==> config.mk <==
export PLATFORM = sky130hd
export DESIGN_NAME = victim_refill_ctrl
export DESIGN_NICKNAME = d
export VERILOG_FILES = /design/src/rtl/victim_refill_ctrl.sv
export SDC_FILE = /design/constraint.sdc
export NUM_CORES = 1
export LEC_CHECK = 0
export CORE_AREA = 2 2 308 310
export DETAILED_ROUTE_END_ITERATION = 8
export DIE_AREA = 0 0 310 312
export PLACE_DENSITY = 0.41
export SLEW_MARGIN = 5
export SYNTH_ARGS = -nofsm -noshare
export SYNTH_HDL_FRONTEND = slang
export SYNTH_SLANG_ARGS = --single-unit
==> constraint.sdc <==
create_clock -name clk -period 2.8 [get_ports clk]
set_clock_uncertainty 0.15 [all_clocks]
set_input_delay 0.42 -clock clk [delete_from_list [all_inputs] [get_ports clk]]
set_output_delay 0.42 -clock clk [all_outputs]
set_load 0.02 [all_outputs]
==> src/rtl/victim_refill_ctrl.sv <==
// Miss sequencer: probes the victim cache, falls back to a beat-wise memory
// fetch, refills L1 and retires the evicted line into the victim cache.
`ifndef ADDR_WIDTH
`define ADDR_WIDTH 32
`endif
`ifndef DATA_WIDTH
`define DATA_WIDTH 32
`endif

module victim_refill_ctrl #(
    parameter int BLOCK_OFFSET_WIDTH = 2,
    parameter int CNT_WIDTH          = 32,
    localparam int LINE = 1 << BLOCK_OFFSET_WIDTH,
    localparam int LA   = `ADDR_WIDTH - BLOCK_OFFSET_WIDTH - 2,
    localparam int DW   = `DATA_WIDTH
) (
    input  logic                     clk,
    input  logic                     rst_n,
    input  logic                     i_miss_valid,
    output logic                     o_miss_ready,
    input  logic [LA-1:0]            i_miss_addr,
    input  logic                     i_evict_valid,
    input  logic [LA-1:0]            i_evict_addr,
    input  logic [LINE-1:0][DW-1:0]  i_evict_data,
    output logic [LA-1:0]            o_vc_raddr,
    input  logic                     i_vc_hit,
    input  logic [LINE-1:0][DW-1:0]  i_vc_rdata,
    output logic                     o_vc_we,
    output logic [LA-1:0]            o_vc_waddr,
    output logic [LINE-1:0][DW-1:0]  o_vc_wdata,
    output logic                     o_mem_req_valid,
    input  logic                     i_mem_req_ready,
    output logic [LA-1:0]            o_mem_req_addr,
    input  logic                     i_mem_data_valid,
    input  logic [DW-1:0]            i_mem_data,
    output logic                     o_fill_valid,
    input  logic                     i_fill_ready,
    output logic [LA-1:0]            o_fill_addr,
    output logic [LINE-1:0][DW-1:0]  o_fill_data,
    output logic                     o_fill_from_vc,
    output logic                     o_busy,
    output logic [CNT_WIDTH-1:0]     o_hit_count,
    output logic [CNT_WIDTH-1:0]     o_miss_count
);

    typedef enum logic [2:0] {
        S_IDLE,
        S_PROBE,
        S_MEM_REQ,
        S_MEM_DATA,
        S_FILL
    } state_t;

    localparam logic [BLOCK_OFFSET_WIDTH-1:0] LAST_BEAT =
        BLOCK_OFFSET_WIDTH'(LINE - 1);

    state_t                          state_q;
    logic                            busy_q;
    logic                            req_q;
    logic                            fill_q;
    logic                            from_vc_q;
    logic                            evict_pend_q;
    logic [LA-1:0]                   miss_addr_q;
    logic [LA-1:0]                   evict_addr_q;
    logic [LINE-1:0][DW-1:0]         evict_data_q;
    logic [LINE-1:0][DW-1:0]         line_q;
    logic [BLOCK_OFFSET_WIDTH-1:0]   beat_q;
    logic [CNT_WIDTH-1:0]            hit_cnt_q;
    logic [CNT_WIDTH-1:0]            hit_cnt_d;
    logic [CNT_WIDTH-1:0]            miss_cnt_q;
    logic [CNT_WIDTH-1:0]            miss_cnt_d;

    // Saturating increments: hold at all-ones instead of wrapping.
    always_comb begin
        hit_cnt_d  = hit_cnt_q;
        miss_cnt_d = miss_cnt_q;
        if (hit_cnt_q != '1) begin
            hit_cnt_d = hit_cnt_q + 1'b1;
        end
        if (miss_cnt_q != '1) begin
            miss_cnt_d = miss_cnt_q + 1'b1;
        end
    end

    always_ff @(posedge clk or negedge rst_n) begin
        if (!rst_n) begin
            state_q      <= S_IDLE;
            busy_q       <= 1'b0;
            req_q        <= 1'b0;
            fill_q       <= 1'b0;
            from_vc_q    <= 1'b0;
            evict_pend_q <= 1'b0;
            miss_addr_q  <= '0;
            evict_addr_q <= '0;
            evict_data_q <= '0;
            line_q       <= '0;
            beat_q       <= '0;
            hit_cnt_q    <= '0;
            miss_cnt_q   <= '0;
        end else begin
            unique case (state_q)
                S_IDLE: begin
                    if (i_miss_valid) begin
                        miss_addr_q  <= i_miss_addr;
                        evict_addr_q <= i_evict_addr;
                        evict_data_q <= i_evict_data;
                        evict_pend_q <= i_evict_valid &&
                                        (i_evict_addr != i_miss_addr);
                        from_vc_q    <= 1'b0;
                        busy_q       <= 1'b1;
                        state_q      <= S_PROBE;
                    end
                end
                S_PROBE: begin
                    if (i_vc_hit) begin
                        line_q    <= i_vc_rdata;
                        from_vc_q <= 1'b1;
                        hit_cnt_q <= hit_cnt_d;
                        fill_q    <= 1'b1;
                        state_q   <= S_FILL;
                    end else begin
                        miss_cnt_q <= miss_cnt_d;
                        req_q      <= 1'b1;
                        state_q    <= S_MEM_REQ;
                    end
                end
                S_MEM_REQ: begin
                    if (i_mem_req_ready) begin
                        beat_q  <= '0;
                        req_q   <= 1'b0;
                        state_q <= S_MEM_DATA;
                    end
                end
                S_MEM_DATA: begin
                    if (i_mem_data_valid) begin
                        line_q[beat_q] <= i_mem_data;
                        beat_q         <= beat_q + 1'b1;
                        if (beat_q == LAST_BEAT) begin
                            fill_q  <= 1'b1;
                            state_q <= S_FILL;
                        end
                    end
                end
                S_FILL: begin
                    if (i_fill_ready) begin
                        fill_q       <= 1'b0;
                        busy_q       <= 1'b0;
                        evict_pend_q <= 1'b0;
                        state_q      <= S_IDLE;
                    end
                end
                default: begin
                    state_q <= S_IDLE;
                end
            endcase
        end
    end

    // The VC write rides on the fill handshake so both retire together.
    assign o_vc_we         = fill_q && i_fill_ready && evict_pend_q;
    assign o_vc_waddr      = evict_addr_q;
    assign o_vc_wdata      = evict_data_q;
    assign o_miss_ready    = !busy_q;
    assign o_busy          = busy_q;
    assign o_vc_raddr      = miss_addr_q;
    assign o_mem_req_valid = req_q;
    assign o_mem_req_addr  = miss_addr_q;
    assign o_fill_valid    = fill_q;
    assign o_fill_addr     = miss_addr_q;
    assign o_fill_data     = line_q;
    assign o_fill_from_vc  = from_vc_q;
    assign o_hit_count     = hit_cnt_q;
    assign o_miss_count    = miss_cnt_q;

endmodule

==> qor.txt, run 1 <==
Status: finished clean
CP peak stage delay: 0.83 ns
Final hold vios: 0
Total track usage: 16.4%
Total power: 32.5 mW
Number of global-route vias before repair: 15800
# setup viols final: 0
First DRT Iteration DRCs: 736
Remaining Overflow, GRT: 0
CP max stage cell: buf_4
IO Count: 790
Cell Pwr Density: 1160 nW/um^2
Post-synth ARST share: 100%
Reg clk slew, reported paths: 0.06 ns
Crit end category: flop
Cell with the most instances after synthesis: dfrtp_1
Wire length per cell: 23.6 microns
First-pass GRT wire length: 117000 microns
Core Box Area: 93000 sq um
CP Launch Type: flop
Worst EP required: 3.16 ns
CTS Buffer Depth: 3
Routed vias: 14600
Synth Flop Type: dfrtp_1
Slew Limit Fails: 0
Placer Congestion: 0.827
Synth unique cells: 53
Hold_buf cts: 1
Max Cap Viol: 0
Mapped Cells: 1420
Final HPWL DP: 64700 microns
PnR worst setup slack: 0.231 ns
Ratio of cells with drive above 1 in the final layout: 16.3%
Synth top area share: 56.8%
Leak: 11.5 nW
Largest net degree at the start of global routing: 101
H-tree depth: 2
CTS tree: yes
Die Span Y: 312 microns
Setup TNS: 0 ns
Clock root buffer master: clkbuf_16
Pre-CTS WS: 0.0558 ns
EDFF count, synth: 0
Crit path kind: reg2reg
Unrepaired setup endpoints after global routing: false
Clk Latency, worst-skew pair: 0.59 ns
Count of input and output buffers: 789
Nets: 2540
Area of the mapped netlist: 17000 sq um
Fin crit share: 91.8%
Hold Slack: 0.219 ns
ANT nets after route: 0
Top post-synthesis cells by count: dfrtp_1 (386), mux2_2 (190), nand2_1 (132)
Yosys top cell by area: dfrtp_1
Slew @ Worst Pin: 1.15 ns
Max-slew headroom: 23.0%
Warnings from Yosys: 0
Post-CTS setup buffers: 0
Initial antenna violation count: 15
Crit path time final: 2.57 ns
Crit-path max FO: 100
CTS Buf Count: 49
Synth Register Bits: 386
WP data arrival: 2.93 ns
Synth Area per Inst: 12.0 sq um
Post_cts resized: 0
Worst-path cell chain: nor2b_4, nand2_4, buf_4, nor2_1, nor2_4, buf_12, a2bb2oi_1
Peak VDD IR: 0.000678 V
Sequential area share after synthesis: 56.8%
Syn_nets: 1778
Fmax: 0.389 GHz
Routed WL: 82200 microns
Leading post-synthesis cells by cell area: dfrtp_1 (57%), mux2_2 (13%), a22oi_1 (4.3%)
Initial Utilization: 18.3%
Vias per cell: 4.20
Die area: 96700 sq um
Min-Delay Path Class: in2async
Layout area overhead: 65.1%
Placement Rows: 112
DRC viols: 0
Clk sinks: 386
Drt pass-1 iters: 5
Die X: 310 microns
-- path summary, 6_finish.rpt --
check | startpoint | endpoint | slack [ns] | cells past startpoint
min reg2reg | o_fill_data[46] | o_fill_data[46] | 0.33 | 2
max reg2reg | state_q[1] | o_fill_data[94] | 0.23 | 7
max in group asynchronous | rst_n | o_vc_wdata[59] | 1.49 | 3
min in group clk | i_evict_data[25] | o_vc_wdata[25] | 0.28 | 2
min | rst_n | o_fill_data[63] | 0.22 | 2
max | state_q[1] | o_fill_data[94] | 0.23 | 7
-- layout by cell type (no fill, tap or decap), drive strengths merged, types with 37 or more instances in the layout --
cell type      synthesis  routed
clkdlybuf4s50          0     788
dfrtp                386     386
mux2                 192     192
nand2                133     133
o21ai                107     107
a22oi                 97      97
clkbuf                62      73
buf                   84      68
xnor2                 44      44
and3                  42      42
xor2                  37      37
-- flip-flops by register name, indices dropped and copies added, names as in the netlist --
signal,cells
o_fill_from_vc,1
o_miss_count,32
o_fill_addr,28
o_busy,1
beat_q,2
state_q,3
o_mem_req_valid,1
o_vc_waddr,28
o_vc_wdata,128
o_fill_data,128
o_hit_count,32
o_fill_valid,1
evict_pend_q,1
-- layout make-up --
cell class,instances,area (sq um)
diodes,5,12.5
well taps,1254,1570
repair buffers,857,8590
flip-flops and latches,386,9660
inverters,9,33.8
clock inverters,17,190
clock buffers,73,1450
multi-input cells,879,6560
fillers,9652,65000
-- stage by stage --
step,utilization [%],std cells,cell area (sq um)
floorplan,-,1420,17000
global placement,28.4,3384,26400
detailed placement,28.4,3384,26400
CTS,30.1,3475,28100
global route,30.2,3478,28100
finish,30.2,3480,28100
-- where the power goes --
part	switching, mW	internal (mW)
clock	2.68	3.85
sequential	1.64	7.97
combinational	8.57	7.75
-- per-layer routing --
layer,vias up,share of wire (%),GRT usage [%]
met5,-,0.058,0
met4,8,3.4,5.78
met3,124,9.1,5.94
met2,581,48,27.6
met1,7310,39,19.1
li1,6603,-,-
-- cell families after synthesis --
group	count (synthesis)	share of synthesized area [%]
buf+inv	155	4.87
mux	193	12.8
fa+ha+maj	6	0.442
compound gates	282	11.0
flops	386	56.8
xor+xnor	81	4.17
simple gates	317	9.91
-- worst max-delay path: cells and delay by family, from the launching register on --
kind / cells / cell delay, ns
DFF: 1 / 0.44
and+or+nand+nor: 4 / 0.58
buffers and inverters: 2 / 1.05
AOI/OAI and AO/OA: 1 / 0.19
No activity file was read; power rests on OpenSTA's default activity.
==> inputs of run 2 (changes only) <==
--- a/config.mk
+++ b/config.mk
@@ -5,10 +5,12 @@
 export SDC_FILE = /design/constraint.sdc
 export NUM_CORES = 1
 export LEC_CHECK = 0
-export CORE_AREA = 2 2 308 310
+export CELL_PAD_IN_SITES_DETAIL_PLACEMENT = 0
+export CELL_PAD_IN_SITES_GLOBAL_PLACEMENT = 2
+export CORE_AREA = 2 2 306 308
 export DETAILED_ROUTE_END_ITERATION = 8
-export DIE_AREA = 0 0 310 312
-export PLACE_DENSITY = 0.41
+export DIE_AREA = 0 0 308 310
+export PLACE_DENSITY = 0.61
 export SLEW_MARGIN = 5
 export SYNTH_ARGS = -nofsm -noshare
 export SYNTH_HDL_FRONTEND = slang
==> run 2 against run 1 <==
Critical path depth decreased by 1. Register-to-register slack about the same. Via count decreased by 0.38%. Largest cell class unchanged. Core utilization about the same. Die area decreased by 1.3%. Final area decreased by 0.60%. First-iteration DRC count increased by 3.4%. Flip-flop and latch count unchanged. Total power decreased by 0.44%. Final cell count decreased by 2.1%. Highest routed layer unchanged.
==> qor.txt, run 2 (synthesis gave the netlist of run 1 again) <==
Status: finished clean
Placement Rows: 112 (unchanged)
Remaining Overflow, GRT: 0 (unchanged)
Crit path time final: 2.58 ns (+0.0107 ns)
Routed WL: 78600 microns (-4.4%)
Unrepaired setup endpoints after global routing: false
Fmax: 0.388 GHz (-0.41%)
Largest net degree at the start of global routing: 79 (-22%)
Layout area overhead: 64.2%
Clk Latency, worst-skew pair: 0.59 ns (about the same)
Ratio of cells with drive above 1 in the final layout: 15.6% (-0.74 points)
Fin crit share: 92.1% (+0.38 points)
First DRT Iteration DRCs: 761 (+3.4%)
CTS Buf Count: 50 (+2.0%)
Post_cts resized: 0 (unchanged)
Core Box Area: 92500 sq um (-0.60%)
Count of input and output buffers: 789 (unchanged)
Die X: 308 microns (-0.65%)
DRC viols: 0 (unchanged)
Crit end category: flop
First-pass GRT wire length: 113000 microns (-3.4%)
Final HPWL DP: 60700 microns (-6.2%)
Max-slew headroom: 56.2% (+33 points)
CTS tree: yes
Crit-path max FO: 35 (-65%)
Sequential Area: 9660 sq um (unchanged)
Routed vias: 14600 (-0.38%)
Crit path buffers/inverters: 2 (unchanged)
Clk sinks: 386 (unchanged)
Nets: 2532 (-0.31%)
Vias per cell: 4.28 (+1.8%)
IO Count: 790 (unchanged)
Slew @ Worst Pin: 0.657 ns (-0.493 ns)
Peak VDD IR: 0.000734 V (+8.2%)
Wire length per cell: 23.1 microns (-2.3%)
Crit path kind: reg2reg
Reg clk slew, reported paths: 0.06 ns (about the same)
Pre-CTS WS: 0.0691 ns (+0.0133 ns)
Slew Limit Fails: 0 (unchanged)
Fill cells: 9493 (-1.6%)
PnR worst setup slack: 0.220 ns (-0.0107 ns)
Crit path top cell by count: buf_4
Total track usage: 15.9% (-0.52 points)
Worst-path cell chain: nor2b_2, buf_4, and2_1, buf_4, o22ai_1, a2bb2oi_1
WP data arrival: 2.93 ns (about the same)
# setup viols final: 0 (unchanged)
Clock root buffer master: clkbuf_16
Cell Pwr Density: 1160 nW/um^2 (+0.16%)
CP Launch Type: flop
CP peak stage delay: 0.54 ns (-0.29 ns)
Max Cap Viol: 0 (unchanged)
Worst EP required: 3.15 ns (about the same)
Placer Congestion: 0.851 (+3.0%)
Final hold vios: 0 (unchanged)
Initial antenna violation count: 7 (-8)
Initial Utilization: 18.4% (+0.11 points)
Die Span Y: 310 microns (-0.64%)
Min-Delay Path Class: in2async
Most frequent cells in the layout: clkdlybuf4s50_1 (788), dfrtp_1 (385), mux2_2 (190), nand2_1 (131), o21ai_0 (103)
Leak: 11.4 nW (-0.52%)
CTS Buffer Depth: 3 (unchanged)
Crit-path leading delay family: buffers and inverters
Area of the multi-input gates: 6540 sq um (-0.32%)
H-tree depth: 2 (unchanged)
CP max stage cell: dfrtp_1
Die area: 95500 sq um (-1.3%)
Setup TNS: 0 ns (unchanged)
Most common cell after layout, fill and taps aside: clkdlybuf4s50_1
Number of global-route vias before repair: 15600 (-1.2%)
Total power: 32.3 mW (-0.44%)
ANT nets after route: 0 (unchanged)
Drt pass-1 iters: 4 (-1)
run 2: cell count changes in the layout (fill, tap and decap cells not counted), moves of 2 or more:
cell	delta
clkinv_2	-3
buf_12	+2
buf_4	-11
clkbuf_8	-4
clkbuf_16	+2
inv_6	-2
run 2: area by class of cell:
class / instances / area share, %
clock buffers: 72 / 5.18
clock inverters: 11 / 0.570
diodes: 5 / 0.0448
inverters: 9 / 0.121
repair buffers: 848 / 30.6
flip-flops and latches: 386 / 34.6
multi-input cells: 879 / 23.4
well taps: 1197 / 5.37
run 2: worst paths after layout:
| check | startpoint | end | slack [ns] | depth (start not counted) |
|---|---|---|---|---|
| max in group asynchronous | rst_n | o_vc_wdata[126] | 1.45 | 3 |
| max reg2reg | state_q[1] | o_fill_data[86] | 0.22 | 6 |
| min | rst_n | o_miss_count[13] | 0.24 | 2 |
| max | state_q[1] | o_fill_data[86] | 0.22 | 6 |
| min in group clk | i_evict_data[65] | o_vc_wdata[65] | 0.29 | 2 |
| min reg2reg | o_fill_data[50] | o_fill_data[50] | 0.33 | 2 |
run 2: power breakdown:
group	switching (mW)	internal, mW	total, mW
Combinational	8.56	7.73	16.3
Sequential	1.60	7.98	9.58
Clock	2.56	3.91	6.46
Total	12.7	19.6	32.3
run 2: per-layer routing:
layer  global-route usage [%]  vias up  wire length, microns
li1                         -     6599                     -
met1                     19.3     7324                 31900
met2                     27.2      553                 38700
met3                     5.24       92                  6480
met4                     3.87        2                  1510
met5                        0        -                    12
run 2: worst reg2reg max path, cell delays in order (launching register included):
cell and delay, ns:
dfrtp_1 0.54, nor2b_2 0.27, buf_4 0.38, and2_1 0.25, buf_4 0.42, o22ai_1 0.26
a2bb2oi_1 0.21
run 2: per-stage QoR:
stage | cells | util [%] | area (sq um) | hold slack (ns)
floorplan | 1420 | - | 17000 | -0.0256
global placement | 3318 | 28.4 | 26300 | 0.289
detailed placement | 3318 | 28.4 | 26300 | 0.295
CTS | 3402 | 30.2 | 27900 | 0.237
global route | 3407 | 30.2 | 27900 | 0.254
finish | 3407 | 30.2 | 27900 | 0.236
run 2: timing repair:
item	4_1_cts	5_1_grt
buffers inserted	0	0
hold buffers	1	0
hold endpoints to repair	49	0
